==> src/rtl/memory_unit_if.sv <==
// Bus-side interface of the memory unit: the shared-bus MAR/RAM path and
// the program-load handshake. The master drives controls and program bytes;
// the slave (memory_unit) returns the bus drive value and status.
interface memory_unit_if #(
    parameter int ADDR_W = 4,
    parameter int DATA_W = 8
);
    logic [DATA_W-1:0] bus_in;
    logic              mem_load;
    logic              mem_en;
    logic [DATA_W-1:0] out;
    logic [ADDR_W-1:0] mar;
    logic              prog_mode;
    logic              prog_valid;
    logic [DATA_W-1:0] prog_data;
    logic              prog_ready;
    logic [ADDR_W:0]   prog_count;

    modport master (
        output bus_in, mem_load, mem_en, prog_mode, prog_valid, prog_data,
        input  out, mar, prog_ready, prog_count
    );

    modport slave (
        input  bus_in, mem_load, mem_en, prog_mode, prog_valid, prog_data,
        output out, mar, prog_ready, prog_count
    );
endinterface

==> src/rtl/memory_unit.sv <==
// Memory unit: RAM addressed through a MAR loaded from the shared bus,
// with zero-latency read onto the bus, plus a program-load mode (PROG) in
// which bytes are streamed into RAM through a valid/ready handshake.
// The RAM has no reset so its contents survive a reset.
// The instance parameters must match those of the connected interface.
module memory_unit #(
    parameter int ADDR_W = 4,
    parameter int DATA_W = 8
) (
    input  logic          clk,
    input  logic          rst,
    memory_unit_if.slave  mem_if
);
    localparam int DEPTH = 1 << ADDR_W;
    localparam logic [ADDR_W-1:0] PTR_ONE   = 1;
    localparam logic [ADDR_W:0]   COUNT_ONE = 1;
    // Saturation value of prog_count: exactly 2**ADDR_W bytes.
    localparam logic [ADDR_W:0]   COUNT_MAX = {1'b1, {ADDR_W{1'b0}}};

    typedef enum logic {
        ST_RUN  = 1'b0,
        ST_PROG = 1'b1
    } state_t;

    state_t            state_reg;
    logic [ADDR_W-1:0] mar_reg;
    logic [ADDR_W-1:0] wr_ptr_reg;
    logic [ADDR_W:0]   prog_count_reg;
    logic              prog_ready_reg;

    logic [DATA_W-1:0] ram [DEPTH];

    logic              wr_en;
    logic              rd_en;
    logic [DATA_W-1:0] rd_data;

    // A byte is accepted only while ready is shown and reset is not active,
    // so a write presented on a reset edge is dropped.
    assign wr_en = rst && (state_reg == ST_PROG) && prog_ready_reg && mem_if.prog_valid;

    // Bus drive is only permitted in RUN; PROG forces the bus quiet.
    assign rd_en   = mem_if.mem_en && (state_reg == ST_RUN);
    assign rd_data = ram[mar_reg];

    // RAM write port: the program handshake is the only writer.
    always_ff @(posedge clk) begin
        if (wr_en) begin
            ram[wr_ptr_reg] <= mem_if.prog_data;
        end
    end

    // Mode FSM with MAR, write pointer, byte counter and ready flag.
    always_ff @(posedge clk) begin
        if (!rst) begin
            state_reg      <= ST_RUN;
            mar_reg        <= '0;
            wr_ptr_reg     <= '0;
            prog_count_reg <= '0;
            prog_ready_reg <= 1'b0;
        end else begin
            case (state_reg)
                ST_RUN: begin
                    if (mem_if.mem_load) begin
                        mar_reg <= mem_if.bus_in[ADDR_W-1:0];
                    end
                    if (mem_if.prog_mode) begin
                        state_reg      <= ST_PROG;
                        wr_ptr_reg     <= '0;
                        prog_count_reg <= '0;
                        prog_ready_reg <= 1'b1;
                    end
                end
                ST_PROG: begin
                    // Accept the byte even on the leaving edge: ready was high.
                    if (wr_en) begin
                        wr_ptr_reg <= wr_ptr_reg + PTR_ONE;
                        if (prog_count_reg != COUNT_MAX) begin
                            prog_count_reg <= prog_count_reg + COUNT_ONE;
                        end
                    end
                    if (!mem_if.prog_mode) begin
                        state_reg      <= ST_RUN;
                        prog_ready_reg <= 1'b0;
                    end
                end
                default: begin
                    state_reg      <= ST_RUN;
                    prog_ready_reg <= 1'b0;
                end
            endcase
        end
    end

    // Per-bit gating of the read word onto the bus drive.
    generate
        for (genvar gi = 0; gi < DATA_W; gi++) begin : g_out_gate
            assign mem_if.out[gi] = rd_data[gi] & rd_en;
        end
    endgenerate

    assign mem_if.mar        = mar_reg;
    assign mem_if.prog_ready = prog_ready_reg;
    assign mem_if.prog_count = prog_count_reg;
endmodule

==> src/flat_wrapper.sv <==
// flat-port wrapper written by rule: the top's interface ports become plain ports
module memory_unit_flat 
#(
    parameter int ADDR_W = 4,
    parameter int DATA_W = 8
)
  (clk, rst, mem_if_bus_in, mem_if_mem_load, mem_if_mem_en, mem_if_prog_mode, mem_if_prog_valid, mem_if_prog_data, mem_if_out, mem_if_mar, mem_if_prog_ready, mem_if_prog_count);
  memory_unit_if #(.ADDR_W(ADDR_W), .DATA_W(DATA_W)) mem_if_i ();
  input  logic clk;
  input  logic rst;
  input wire logic [$bits(mem_if_i.bus_in)-1:0] mem_if_bus_in;
  input wire logic [$bits(mem_if_i.mem_load)-1:0] mem_if_mem_load;
  input wire logic [$bits(mem_if_i.mem_en)-1:0] mem_if_mem_en;
  input wire logic [$bits(mem_if_i.prog_mode)-1:0] mem_if_prog_mode;
  input wire logic [$bits(mem_if_i.prog_valid)-1:0] mem_if_prog_valid;
  input wire logic [$bits(mem_if_i.prog_data)-1:0] mem_if_prog_data;
  output wire logic [$bits(mem_if_i.out)-1:0] mem_if_out;
  output wire logic [$bits(mem_if_i.mar)-1:0] mem_if_mar;
  output wire logic [$bits(mem_if_i.prog_ready)-1:0] mem_if_prog_ready;
  output wire logic [$bits(mem_if_i.prog_count)-1:0] mem_if_prog_count;
  assign mem_if_i.bus_in = mem_if_bus_in;
  assign mem_if_i.mem_load = mem_if_mem_load;
  assign mem_if_i.mem_en = mem_if_mem_en;
  assign mem_if_i.prog_mode = mem_if_prog_mode;
  assign mem_if_i.prog_valid = mem_if_prog_valid;
  assign mem_if_i.prog_data = mem_if_prog_data;
  assign mem_if_out = mem_if_i.out;
  assign mem_if_mar = mem_if_i.mar;
  assign mem_if_prog_ready = mem_if_i.prog_ready;
  assign mem_if_prog_count = mem_if_i.prog_count;
  memory_unit #(.ADDR_W(ADDR_W), .DATA_W(DATA_W)) u_core (.clk(clk), .rst(rst), .mem_if(mem_if_i));
endmodule
==> config.mk <==
export PLATFORM = sky130hd
export DESIGN_NAME = memory_unit_flat
export DESIGN_NICKNAME = d
export VERILOG_FILES = /design/src/rtl/memory_unit_if.sv /design/src/rtl/memory_unit.sv /design/src/flat_wrapper.sv
export SDC_FILE = /design/constraint.sdc
export NUM_CORES = 1
export LEC_CHECK = 0
export CORE_MARGIN = 2
export CORE_UTILIZATION = 55
export DETAILED_ROUTE_END_ITERATION = 8
export PLACE_DENSITY = 0.75
export SLEW_MARGIN = 10
export SYNTH_ARGS = -nofsm -noshare
export SYNTH_HDL_FRONTEND = slang
export SYNTH_SLANG_ARGS = --single-unit
==> constraint.sdc <==
create_clock -name clk -period 3 [get_ports clk]
set_clock_uncertainty 0.1 [all_clocks]
set_input_delay 0.45 -clock clk [delete_from_list [all_inputs] [get_ports clk]]
set_output_delay 0.45 -clock clk [all_outputs]
set_load 0.01 [all_outputs]
== Word-level counts from Yosys, hierarchy flattened ==
Memory sizes are Yosys's and may differ from the RTL's. A register that Yosys moved wholly into a read port is not among the register bits.
Cells that the tools add are included.
Widths: inputs -> output; s select.

* $add $sub $neg: 2
* Equal/unequal tests: 5
* Muxes and demuxes: 15
* Bitwise gates (word level): 9
* Reductions and logical operators: 8

{| class="wikitable"
|+ Operators by type and width
! kind !! number
|-
| $mux 4 || 4
|-
| $mux 5 || 3
|-
| $pmux 5 s2 || 1
|-
| $and 1x1->1 || 8
|-
| $ne 2x2->1 const B || 4
|-
| $pmux 4 s2 || 1
|-
| $reduce_and 2->1 || 3
|-
| $add 5x1->5 const B || 1
|-
| $mux 1 || 5
|-
| $ne 5x5->1 const B || 1
|-
| $add 4x1->4 const B || 1
|-
| $logic_and 1x1->1 || 4
|-
| $reduce_and 3->1 || 1
|-
| $pmux 1 s2 || 1
|-
| $not 1->1 || 1
|}

* Register bits after elaboration: 15
* Bits in writable memories: 128
* Bits of input ports: 22
* Output and inout bits: 18
* Logic and storage cells: 45
* Memories kept: 1

{| class="wikitable"
|+ Memories
! name !! depth !! bits a word !! read ports !! clocked after memory_dff !! wr ports !! line !! source
|-
| u_core.ram || 16 || 8 || 1 || 1 || 1 || memory_unit.sv:31 || <nowiki>logic [DATA_W-1:0] ram [DEPTH];</nowiki>
|}

== Longest topological paths before layout ==
* Depth in word-level cells: 5
* Gate-level depth with buffers: 6

== Worst setup path after synthesis ==
No wires, ideal clock.

* Kind: input to register
* Start point: input rst
* End point: memory u_core.ram[7][0], enable pin
* Arrival: 1.464 ns
* Required time: 2.568 ns
* Slack: 1.104 ns
* Stages on the path: 5
* Path buffers: 1
* Path through: buf_4 -> and4_1 -> and2_1 -> nor2b_1 -> and2_1

* Cells in the longest elaborated chain, start to end: 5

{| class="wikitable"
|+ RTL lines
! element !! line !! source
|-
| from (decl) || flat_wrapper.sv:10 || <nowiki>input logic rst;</nowiki>
|-
| $logic_and 1x1->1 (3 in a row) || memory_unit.sv:39 || <nowiki>assign wr_en = rst && (state_reg == ST_PROG) && prog_ready_reg && mem_if.prog_valid;</nowiki>
|-
| $mux 1 || memory_unit.sv:47 || <nowiki>if (wr_en) begin</nowiki>
|-
| $mux 1 (implied by the code) || memory_unit.sv:48 || <nowiki>ram[wr_ptr_reg] <= mem_if.prog_data;</nowiki>
|-
| to (decl) || memory_unit.sv:31 ||
|}

No other way between the ends.

==> results.py <==
metrics = {
    "yosys": {
        "syn_inst": 365,
        "synth.avg_cell_area_um2": 16.3,
        "ys_seq_area_frac": 0.710,
        "synth_area_mm2": 0.00595,
        "ys_warn_count": 0,
        "synthDistinctLibCells": 41,
        "synthTopCellsByArea": "edfxtp_1 (65%), mux2i_1 (9.2%), dfxtp_1 (6.4%)",
        "async_flop_share": 0,
        "ys_seq_elements": 147,
        "synth-main-ff-cell": "edfxtp_1",
        "synth_edf_count": 128,
        "syn_nets": 394,
        "synth_top_area_share": 0.646,
        "synth_top_area_cell": "edfxtp_1",
    },
    "timing": {
        "hold_viol_final": 0,
        "relSlewSlack": 0.578,
        "max_clock_freq_ghz": 0.344,
        "fin_tns_setup_ns": 0,
        "fin_hold_ws_ns": 0.411,
        "fin_crit_sh": 0.969,
        "rsz0062_at_grt": "no",
        "period_minus_slack_ns": 2.91,
        "slew_viol_final": 0,
        "setup_viol": 0,
        "worst_pin_slew_ns": 0.631,
    },
    "placed_design": {
        "port_buffers": 35,
        "place_inst": 539,
        "hpwlAfterDp_um": 7450,
        "place.gp.congestion": 0.791,
    },
    "floorplan": {
        "die_area_mm2": 0.0117,
        "core_mm2": 0.0104,
        "rows": 37,
        "ios": 40,
        "die_h_um": 108,
        "die_x_um": 108,
        "start_util": 0.572,
    },
    "global_route": {
        "gr-total-overflow": 0,
        "grt_pass1_vias": 3460,
        "antenna_found_initial": 0,
        "track_usage": 0.220,
        "grt_max_degree": 21,
        "grt_pass1_wl_um": 18300,
    },
    "clocking": {
        "clkSinkCount": 147,
        "htree_levels": 4,
        "cts_tree": "built",
        "clk_pin_slew_ns": 0.06,
        "ctsLongestPathBuffers": 2,
        "root_buffer": "clkbuf_8",
        "numCtsBuffers": 17,
        "clk_latency_ns": 0.52,
    },
    "route": {
        "drt-pass1-iter-count": 7,
        "routed_wl_um": 11600,
        "wl_per_cell_um": 20.2,
        "route.detailed.drc": 0,
        "vias": 3348,
        "vias_per_cell": 5.84,
        "drtIter0Drc": 203,
        "postRouteAntennaNets": 0,
    },
    "finish": {
        "num-fill-cells": 715,
        "largest_reg_flops": 128,
        "syn_to_final_growth_pct": 19.6,
        "antennaDiodeCount": 0,
        "drive_gt1_frac": 0.144,
        "nNetsFinal": 453,
        "stdcell_count": 573,
    },
    "hold_path": {
        "hold_class": "reg -> reg",
        "hold_depth": 2,
        "worstHoldStart": "u_core.mem_if.prog_count[1]",
        "holdPathEnd": "u_core.mem_if.prog_count[1]",
    },
    "power_and_ir_drop": {
        "p_comb_frac": 0.058,
        "power_frac_clock": 0.435,
        "sw_frac_of_total": 0.209,
        "power_frac_seq": 0.507,
        "pwr_density_cell_mw_per_mm2": 621,
        "p_sw_uw": 925,
        "peakVddDrop_uv": 373,
        "p_int_uw": 3500,
        "power.leakage_uw": 0.00247,
    },
    "critical_path": {
        "cp_cell_sequence": "buf_4 -> mux4_2 -> nand2b_1 -> nand3_1 -> o21ai_1 -> clkdlybuf4s50_1",
        "r2r_start": "u_core.state_reg",
        "crit_type": "reg -> out",
        "critPathSlowestCell": "mux4_2",
        "worstPathMaxFanout": 5,
        "start_kind": "flop",
        "r2r_slack_ns": 0.79,
        "cp-end-kind": "output port",
        "r2r-end": "u_core.ram[7][4]",
        "reg2reg_depth": 4,
        "crit_arrival_ns": 2.36,
        "max_stage_delay_ns": 0.49,
        "worstPathRequired_ns": 2.45,
    },
    "flow_run": {
        "max_cap_violations": 0,
    },
    "run_status": {
        "status": "complete, no violations",
    },
}
-- synth_stat cells (2+ instances only) --
cell / number
nand2_1: 18
nor2b_1: 9
o21ai_0: 4
o2bb2ai_1: 2
o21ai_1: 3
and2_1: 11
mux4_2: 5
a22oi_1: 22
edfxtp_1: 128
buf_4: 2
nand4_1: 4
buf_2: 4
o31ai_1: 3
nand2b_1: 5
mux2i_1: 55
nand3_1: 11
dfxtp_1: 19
xor2_1: 2
nor3_1: 3
ha_1: 7
mux4_1: 2
and3_1: 8
a22o_1: 2
inv_1: 7
buf_6: 4
clkbuf_1: 4
a21boi_0: 2
nor2_1: 6
-- power by group through the flow --
stage | logic [µW] | clock network (µW) | registers (µW)
2_1_floorplan | 140 | 0 | 2280
3_3_place_gp | 241 | 0 | 2290
3_5_place_dp | 247 | 0 | 2290
4_1_cts | 264 | 1960 | 2240
5_1_grt | 278 | 2050 | 2240
6_report | 258 | 1920 | 2240
-- metal layers --
metal,up-vias,GRT usage,share of wire
met3,16,0.0530,0.067
li1,1549,-,-
met2,115,0.353,0.51
met4,0,0.0980,0.018
met1,1668,0.288,0.41
met5,-,0,0
-- placed cells by master, fill, tap and decap left out, types with 4 or more instances in the layout --
cell type,count
mux4_2,5
nand4_1,4
dfxtp_1,16
dlymetal6s2s_1,5
nand2b_1,5
clkinv_2,4
nand3_1,11
and3_1,8
ha_1,7
clkbuf_16,17
o21ai_1,4
inv_4,4
clkdlybuf4s50_1,29
nor2b_1,8
edfxtp_1,128
a22oi_1,22
nand2_1,18
nor2_1,6
and2_1,10
mux2i_1,55
buf_4,17
inv_1,7
-- how the worst max path moves through the flow --
stage                              from          endpoint
final                              flop     mem_if_out[0]
after global routing               flop     mem_if_out[0]
after CTS                          flop     mem_if_out[7]
after detailed placement  mem_if_mem_en     mem_if_out[6]
after global placement    mem_if_mem_en     mem_if_out[6]
after floorplan                     rst  u_core.ram[7][0]
-- layout make-up --
| cell class | count | area, µm² | share of cell area |
|---|---|---|---|
| tap | 136 | 170 | 0.0239 |
| clock inverter | 13 | 105 | 0.0148 |
| clock buffer | 19 | 443 | 0.0622 |
| multi-input combinational | 195 | 1580 | 0.222 |
| sequential | 147 | 4230 | 0.595 |
| inverter | 7 | 26.3 | 0.00369 |
| timing repair buffer | 56 | 561 | 0.0787 |
-- critical path, delay by kind of cell, from the launching register on --
| kind | cells | cell delay [ns] |
|---|---|---|
| buffers and inverters | 2 | 0.66 |
| and+or+nand+nor | 2 | 0.23 |
| DFF | 1 | 0.38 |
| AOI/OAI and AO/OA | 1 | 0.07 |
| muxes | 1 | 0.49 |
-- timing repair --
| item | in CTS | in global routing |
|---|---|---|
| buffers inserted | 3 | 0 |
| resized for setup | 11 | 5 |
| endpoints found under the setup margin | 8 | 6 |
| hold buffers | 0 | 0 |
-- cell families after synthesis --
group,synth area share
xor gates and xnor gates,0.00294
AOI/OAI and AO/OA,0.0555
and+or+nand+nor,0.0708
DFF,0.710
adders and majority gates,0.0147
buffers and inverters,0.0263
muxes,0.120
-- metrics by stage --
| stage | setup slack [ns] | util | area, µm² | power, µW |
|---|---|---|---|---|
| finish | 0.0939 | 0.683 | 7120 | 4420 |
| global placement | 0.272 | 0.624 | 6500 | 2530 |
| detailed placement | 0.267 | 0.624 | 6500 | 2530 |
| global route | 0.0220 | 0.683 | 7120 | 4570 |
| floorplan | 1.10 | - | 5950 | 2420 |
| CTS | 0.00104 | 0.684 | 7120 | 4470 |
(Power assumes the default switching activity.)
